==> src/rtl/mole_scheduler.sv <==
// Whack-a-mole round scheduler: lights one pseudo-random mole per round and
// scores each round as a hit (its own switch toggled) or a miss.
module mole_scheduler #(
  parameter int unsigned TIMEOUT_CYCLES = 32'd50000000,
  parameter int unsigned ROUNDS         = 32,
  parameter logic [15:0] LFSR_SEED      = 16'hACE1
) (
  input  logic        clk,
  input  logic        reset,
  input  logic        start,
  input  logic [15:0] sw,
  output logic [15:0] LED,
  output logic [5:0]  score,
  output logic [5:0]  misses,
  output logic [5:0]  round,
  output logic        busy,
  output logic        done
);

  localparam logic [31:0] TIMER_LAST = 32'(TIMEOUT_CYCLES - 1);
  localparam logic [5:0]  ROUNDS_L   = 6'(ROUNDS);

  typedef enum logic [2:0] {
    S_IDLE,
    S_PICK,
    S_SHOW,
    S_HIT,
    S_MISS,
    S_DONE
  } state_t;

  state_t      state_q, state_d;
  logic [15:0] lfsr_q, lfsr_d;
  logic [15:0] sw_q;
  logic [15:0] toggle;
  logic [3:0]  target_q, target_d;
  logic [3:0]  pick;
  logic [31:0] timer_q, timer_d;
  logic [5:0]  score_q, score_d;
  logic [5:0]  misses_q, misses_d;
  logic [5:0]  round_q, round_d;

  // Galois form, taps 16,14,13,11 (mask 0xB400), shifting right.
  function automatic logic [15:0] lfsr_next(input logic [15:0] v);
    lfsr_next = {1'b0, v[15:1]} ^ (v[0] ? 16'hB400 : 16'h0000);
  endfunction

  assign toggle = sw ^ sw_q;
  assign pick   = lfsr_q[3:0];

  always_comb begin
    state_d  = state_q;
    lfsr_d   = lfsr_next(lfsr_q);
    target_d = target_q;
    timer_d  = timer_q;
    score_d  = score_q;
    misses_d = misses_q;
    round_d  = round_q;
    case (state_q)
      S_IDLE, S_DONE: begin
        if (start) begin
          state_d  = S_PICK;
          score_d  = '0;
          misses_d = '0;
          round_d  = '0;
        end
      end
      S_PICK: begin
        // Never repeat the previous mole back to back.
        target_d = (pick == target_q) ? pick + 4'd1 : pick;
        timer_d  = '0;
        state_d  = S_SHOW;
      end
      S_SHOW: begin
        timer_d = timer_q + 32'd1;
        if (toggle[target_q]) begin
          state_d = S_HIT;
        end else if (|toggle) begin
          state_d = S_MISS;
        end else if (timer_q == TIMER_LAST) begin
          state_d = S_MISS;
        end
      end
      S_HIT: begin
        score_d = score_q + 6'd1;
        round_d = round_q + 6'd1;
        state_d = (round_d == ROUNDS_L) ? S_DONE : S_PICK;
      end
      S_MISS: begin
        misses_d = misses_q + 6'd1;
        round_d  = round_q + 6'd1;
        state_d  = (round_d == ROUNDS_L) ? S_DONE : S_PICK;
      end
      default: state_d = S_IDLE;
    endcase
  end

  always_ff @(posedge clk) begin
    sw_q <= sw;
    if (reset) begin
      state_q  <= S_IDLE;
      lfsr_q   <= LFSR_SEED;
      target_q <= '0;
      timer_q  <= '0;
      score_q  <= '0;
      misses_q <= '0;
      round_q  <= '0;
    end else begin
      state_q  <= state_d;
      lfsr_q   <= lfsr_d;
      target_q <= target_d;
      timer_q  <= timer_d;
      score_q  <= score_d;
      misses_q <= misses_d;
      round_q  <= round_d;
    end
  end

  always_comb begin
    LED = 16'h0000;
    case (state_q)
      S_SHOW:  LED = 16'h0001 << target_q;
      S_DONE:  LED = 16'hFFFF;
      default: LED = 16'h0000;
    endcase
  end

  assign busy   = (state_q == S_PICK) || (state_q == S_SHOW) ||
                  (state_q == S_HIT)  || (state_q == S_MISS);
  assign done   = (state_q == S_DONE);
  assign score  = score_q;
  assign misses = misses_q;
  assign round  = round_q;

endmodule

==> config.mk <==
export PLATFORM = sky130hd
export DESIGN_NAME = mole_scheduler
export DESIGN_NICKNAME = d
export VERILOG_FILES = /design/src/rtl/mole_scheduler.sv
export SDC_FILE = /design/constraint.sdc
export NUM_CORES = 1
export LEC_CHECK = 0
export ABC_AREA = 1
export CORE_AREA = 2 2 102 104
export DETAILED_ROUTE_END_ITERATION = 7
export DIE_AREA = 0 0 104 106
export PLACE_DENSITY_LB_ADDON = 0.15
export SLEW_MARGIN = 20
export SYNTH_ARGS = -nofsm -noshare
export SYNTH_HDL_FRONTEND = slang
export SYNTH_SLANG_ARGS = --single-unit
==> constraint.sdc <==
create_clock -name clk -period 2.8 [get_ports clk]
set_input_delay 0.28 -clock clk [delete_from_list [all_inputs] [get_ports clk]]
set_output_delay 0.28 -clock clk [all_outputs]
set_load 0.02 [all_outputs]
## Word-level counts from Yosys, hierarchy flattened

Cells that the tools add are included.

| storage, ports and cells | value |
|---|---|
| output and inout bits | 36 |
| word-level logic and storage cells | 58 |
| register bits after elaboration | 89 |

| operators by class | value |
|---|---|
| shifts and indexed selects | 1 |
| muxes and demuxes | 16 |
| $lt $le $gt $ge | 1 |
| $add $sub $neg | 5 |
| reduce and logical (&&, ||, !) cells | 15 |
| equal/unequal tests | 10 |
| bitwise logic cells | 2 |

Operators by type and width:

| cell | count |
|---|---|
| $pmux 32 s2 | 1 |
| $pmux 6 s2 | 3 |
| $add 32x1->32 const B | 1 |
| $eq 32x26->1 const B | 1 |
| $pmux 16 s2 | 1 |
| $add 6x1->6 const B | 3 |
| $mux 16 | 1 |
| $reduce_or 16->1 | 1 |
| $shl 1x4->16 const A | 1 |
| $xor 15x16->16 | 1 |
| $xor 16x16->16 | 1 |
| $mux 3 | 5 |
| $pmux 3 s4 | 1 |
| $reduce_and 2->1 | 4 |
| $reduce_bool 2->1 | 4 |
| $eq 3x2->1 const B | 2 |
| $eq 3x3->1 const B | 2 |
| $eq 6x6->1 const B | 1 |
| $mux 6 | 1 |
| $lt 4x5->1 const B | 1 |
| $add 4x1->4 const B | 1 |
| $bmux 1 s4 | 1 |
| $eq 4x4->1 | 1 |
| $mux 4 | 1 |
| other kinds (7) | 10 |

## Depth between registers and ports, before layout

| logic depth | value |
|---|---|
| word-level depth | 5 |
| gate-level depth with buffers | 13 |

## Worst setup path after synthesis

OpenSTA, ideal clock, no wires.

| path | value |
|---|---|
| path kind | register -> output |
| from | reg state_q[1] |
| to | out LED[0] |
| path buffers | 1 |
| stages on the path, launching flop included | 7 |
| data arrival time | 1.419 ns |
| path slack | 1.101 ns |
| path through | dfxtp_1 > inv_1 > nand2_1 > nor2_1 > inv_1 > clkbuf_1 > o21ai_0 |

| between the ends | value |
|---|---|
| cells in the longest elaborated chain, start to end | 2 |
| elaborated cells on any way between the ends | 3 |

Ends and longest elaborated chain:

| item | line | text |
|---|---|---|
| from (decl) | 32 | `state_t state_q, state_d;` |
| from (signal assigned) | 109 | `state_q <= state_d;` |
| $eq 3x3->1 | -- |  |
| named net done | 17 | `output logic done` |
| $pmux 16 s2 | 121 | `case (state_q)` |
| to (decl) | 12 | `output logic [15:0] LED,` |

The timed path passes the listed nets, and every way through them passes these cells.

## Worst setup path in the final report

| path | value |
|---|---|
| from | reg state_q[1] |
| to | out LED[12] |

| between the ends | value |
|---|---|
| cells in the longest elaborated chain, start to end | 2 |
| elaborated cells on any way between the ends | 3 |

Ends and longest elaborated chain:

| item | line |
|---|---|
| $eq 3x3->1 or $eq 3x2->1 (tied branches) | 121 |
| $pmux 16 s2 (*) | 121 |

Every way passes the cells marked *; elsewhere a longest branch is shown, timed or not.

==> summary.txt <==
Synthesis
  • Net count after synthesis: 790
  • Post-synth EDFFs: 0
  • Count of yosys warnings during synthesis: 0
  • Mapped Area: 4900 sq um
  • Unique masters post-synth: 38
  • Share of the yosys chip area belonging to registers: 0.364
  • Flip-flop and latch count after synthesis: 89
  • Synthesized area divided by synthesized cell count: 6.40 sq um
  • Proportion of register bits with asynchronous set or reset after synthesis: 0
  • Top FF cell, synth: sky130_fd_sc_hd__dfxtp_1
  • Count of mapped cells out of synthesis: 765

Placement
  • Half-perimeter wire length after detailed placement: 8.84 mm
  • Final weighted congestion in routability-driven placement: 0.895
  • Area after DPL: 5540 sq um
  • IO Port Bufs: 54

CTS
  • Count of clock tree sinks: 89
  • Number of buffers between clock root and the deepest sink: 2
  • CTS root buffer: sky130_fd_sc_hd__clkbuf_8
  • H-tree depth reported by CTS: 3
  • Number of clock buffers inserted by TritonCTS: 9
  • Total setup buffers inserted after CTS: 0
  • Worst-skew pair later-pin latency: 360 ps
  • Number of cells upsized or downsized after cts: 0
  • Clock transition at the registers of the reported paths: 80 ps
  • CTS Hold Buffers Added: 0
  • CTS tree: done

Hold path
  • Class of the most critical hold timing path: in2reg

Drt
  • Via total after detailed routing: 4898
  • Number of remaining DRC errors: 0
  • DRT iter0 DRCs: between 300 and 400
  • Post-DR wirelength/cell: 12.4 um
  • Number of nets still failing antenna checks after routing: 0
  • Ratio of routed vias to standard cells: about 5
  • Detailed Routing Iterations Pass 1: 4
  • Detailed Route WL: 11.9 mm

Die
  • Die Wd: approximately 100 um
  • Num rows: 37
  • Overall die height: 106 um
  • Num ports: 55
  • Starting utilization of the core area: 0.490
  • Core outline area: 10000 sq um
  • Die outline area: 11000 sq um

Final layout
  • Area grow syn2layout: 16.2%
  • Final core utilization: 0.569
  • Ant. Diodes: 0
  • Area taken by multi-input logic gates: between 2000 and 3000 sq um
  • Number of nets in the layout: 839
  • Register Area: between 1500 and 2000 sq um
  • Final cell area excluding filler cells: 5690 sq um
  • Most common cell after layout, fill and taps aside: sky130_fd_sc_hd__nand2_1
  • Count of filler cells inserted in the layout: 1038
  • Fraction of final layout cells sized beyond drive strength 1: 0.0685
  • Commonest cells after routing, fill and taps aside: sky130_fd_sc_hd__nand2_1 (213), sky130_fd_sc_hd__inv_1 (102), sky130_fd_sc_hd__dfxtp_1 (89)

Timing
  • Highest attainable clock frequency: around 410 MHz
  • Setup repair after global routing missed its margin: no
  • Relative max-transition margin: 0.646
  • Hold Fails Final Rpt: 0
  • Post-layout minimum cycle time: 2460 ps
  • Final setup violating endpoints: 0
  • Clk_skew: between 10 and 15 ps
  • Worst slew pin tran: 530 ps
  • Pins over their slew limit: 0
  • Setup TNS: 0 ps
  • Final critical-path share of the clock period: 0.880

Critical path
  • Critical path, cell by cell: inv_1 > nand2_1 > nor2_1 > inv_1 > o21ai_0 > clkdlybuf4s50_1
  • Beginning of the critical path: state_q[1]
  • Delay of the slowest cell on the worst path: 650 ps
  • Required time at the endpoint of the critical path: roughly 2500 ps
  • CP Depth: 6
  • Arrival time worst endpoint: 2180 ps
  • Worst-case reg-to-reg path depth: 11
  • Kind of cell with the highest combined delay on the critical path: buffers and inverters
  • Worst reg2reg setup slack: 850 ps
  • Worst path slowest cell: sky130_fd_sc_hd__clkdlybuf4s50_1
  • Cell occurring most often along the worst timing path: sky130_fd_sc_hd__inv_1
  • End of the worst register-to-register path: state_q[0]
  • Endpoint of the most critical setup path: LED[12]
  • Buffers & Inverters on Critical Path: 3
  • Worst Path Max Fanout: 16
  • Kind of start point of the critical path: flip-flop
  • Worst setup EP type: output port
  • Critical R2R Launch: state_q[2]
  • Class of the most critical setup path: reg2out

GRT
  • Total routing resource utilization after global routing: 0.223
  • Vias in the first global route: 4566
  • Number of antenna violations at the first check in global routing: 0
  • Pin count of the biggest net entering global routing: 35
  • Final global-route overflow total: 0
  • Wire length of the first global-routing pass: 20.6 mm

Pwr
  • Standby leakage power: approximately 0.0023 uW
  • Pwr dens: 599 nW/um^2
  • Largest voltage drop on the vdd net: 0.486 mV

Run
  • MaxCap Viol Count: 0

Outcome
  • Outcome: finished clean
[flip-flops by register name, summed over array words and instances, names as in the netlist]
signal,flops
timer_q,32
round,6
misses,6
score,6
sw_q,16
lfsr_q,16
target_q,4
state_q,3
[metrics by stage]
step	worst slack (ps)	instances	power, uW	hold slack [ps]
floorplan	1100	765	2300	308
global placement	756	939	2660	390
detailed placement	742	939	2680	396
CTS	322	953	3430	371
global route	179	953	3650	407
finish	336	953	3410	381
[power breakdown]
group / total, uW / switching (uW) / internal [uW]
registers: 1460 / 108 / 1350
clock network: 752 / 443 / 309
logic: 1200 / 797 / 403
total: 3410 / 1350 / 2060
[per-layer routing]
layer  wire [um]  vias up  part of all wire  GRT usage
met5           0        -                 0          0
met4         229        0             0.019     0.0772
met3         582       18             0.049     0.0392
met2        5520      113              0.47      0.378
met1        5520     2228              0.47      0.287
li1            -     2539                 -          -
[cell families after synthesis]
| family | Yosys count | synth area share |
|---|---|---|
| xor+xnor | 9 | 0.0161 |
| buf+inv | 128 | 0.101 |
| flops | 89 | 0.364 |
| simple gates | 422 | 0.378 |
| fa+ha+maj | 6 | 0.0153 |
| compound gates | 111 | 0.126 |
[worst min-delay path by stage]
stage | startpoint | endpoint | slack [ps] | cells past startpoint
final | reset | lfsr_q[4] | 380 | 2
after global placement | lfsr_q[4] | lfsr_q[3] | 390 | 2
after CTS | reset | lfsr_q[4] | 370 | 2
after global routing | sw[9] | sw_q[9] | 410 | 1
after floorplan | sw[0] | sw_q[0] | 310 | 0
after detailed placement | lfsr_q[5] | lfsr_q[4] | 400 | 2
[cell type report]
| type | count | share of cell area |
|---|---|---|
| multi-input cells | 548 | 0.461 |
| flip-flops and latches | 89 | 0.313 |
| repair buffers | 57 | 0.0980 |
| inverters | 109 | 0.0719 |
| well taps | 136 | 0.0299 |
| clock buffers | 10 | 0.0224 |
| clock inverters | 4 | 0.00396 |
[cells in the mapped netlist (2+ instances only)]
master,instances,area [sq um]
sky130_fd_sc_hd__nor2_4,4,45.0
sky130_fd_sc_hd__dfxtp_1,89,1780
sky130_fd_sc_hd__nor2_1,88,330
sky130_fd_sc_hd__xnor2_1,3,26.3
sky130_fd_sc_hd__inv_1,102,383
sky130_fd_sc_hd__ha_1,6,75.1
sky130_fd_sc_hd__or2_2,12,75.1
sky130_fd_sc_hd__a221oi_1,7,61.3
sky130_fd_sc_hd__o221ai_1,3,26.3
sky130_fd_sc_hd__nand3b_1,3,22.5
sky130_fd_sc_hd__nand2_2,3,18.8
sky130_fd_sc_hd__inv_2,7,26.3
sky130_fd_sc_hd__buf_2,7,35.0
sky130_fd_sc_hd__nor3_1,16,80.1
sky130_fd_sc_hd__clkbuf_1,10,37.5
sky130_fd_sc_hd__nor2_2,6,37.5
sky130_fd_sc_hd__o21ai_0,40,200
sky130_fd_sc_hd__a21oi_1,51,255
sky130_fd_sc_hd__nor4_1,2,12.5
sky130_fd_sc_hd__nand2_4,2,22.5
sky130_fd_sc_hd__nand4_1,9,56.3
sky130_fd_sc_hd__nor3b_1,2,15.0
sky130_fd_sc_hd__nand3_1,58,290
sky130_fd_sc_hd__a211oi_1,2,15.0
sky130_fd_sc_hd__o211ai_1,3,22.5
sky130_fd_sc_hd__xor2_1,6,52.6
sky130_fd_sc_hd__nand2_1,213,800
(Power assumes the default switching activity.)
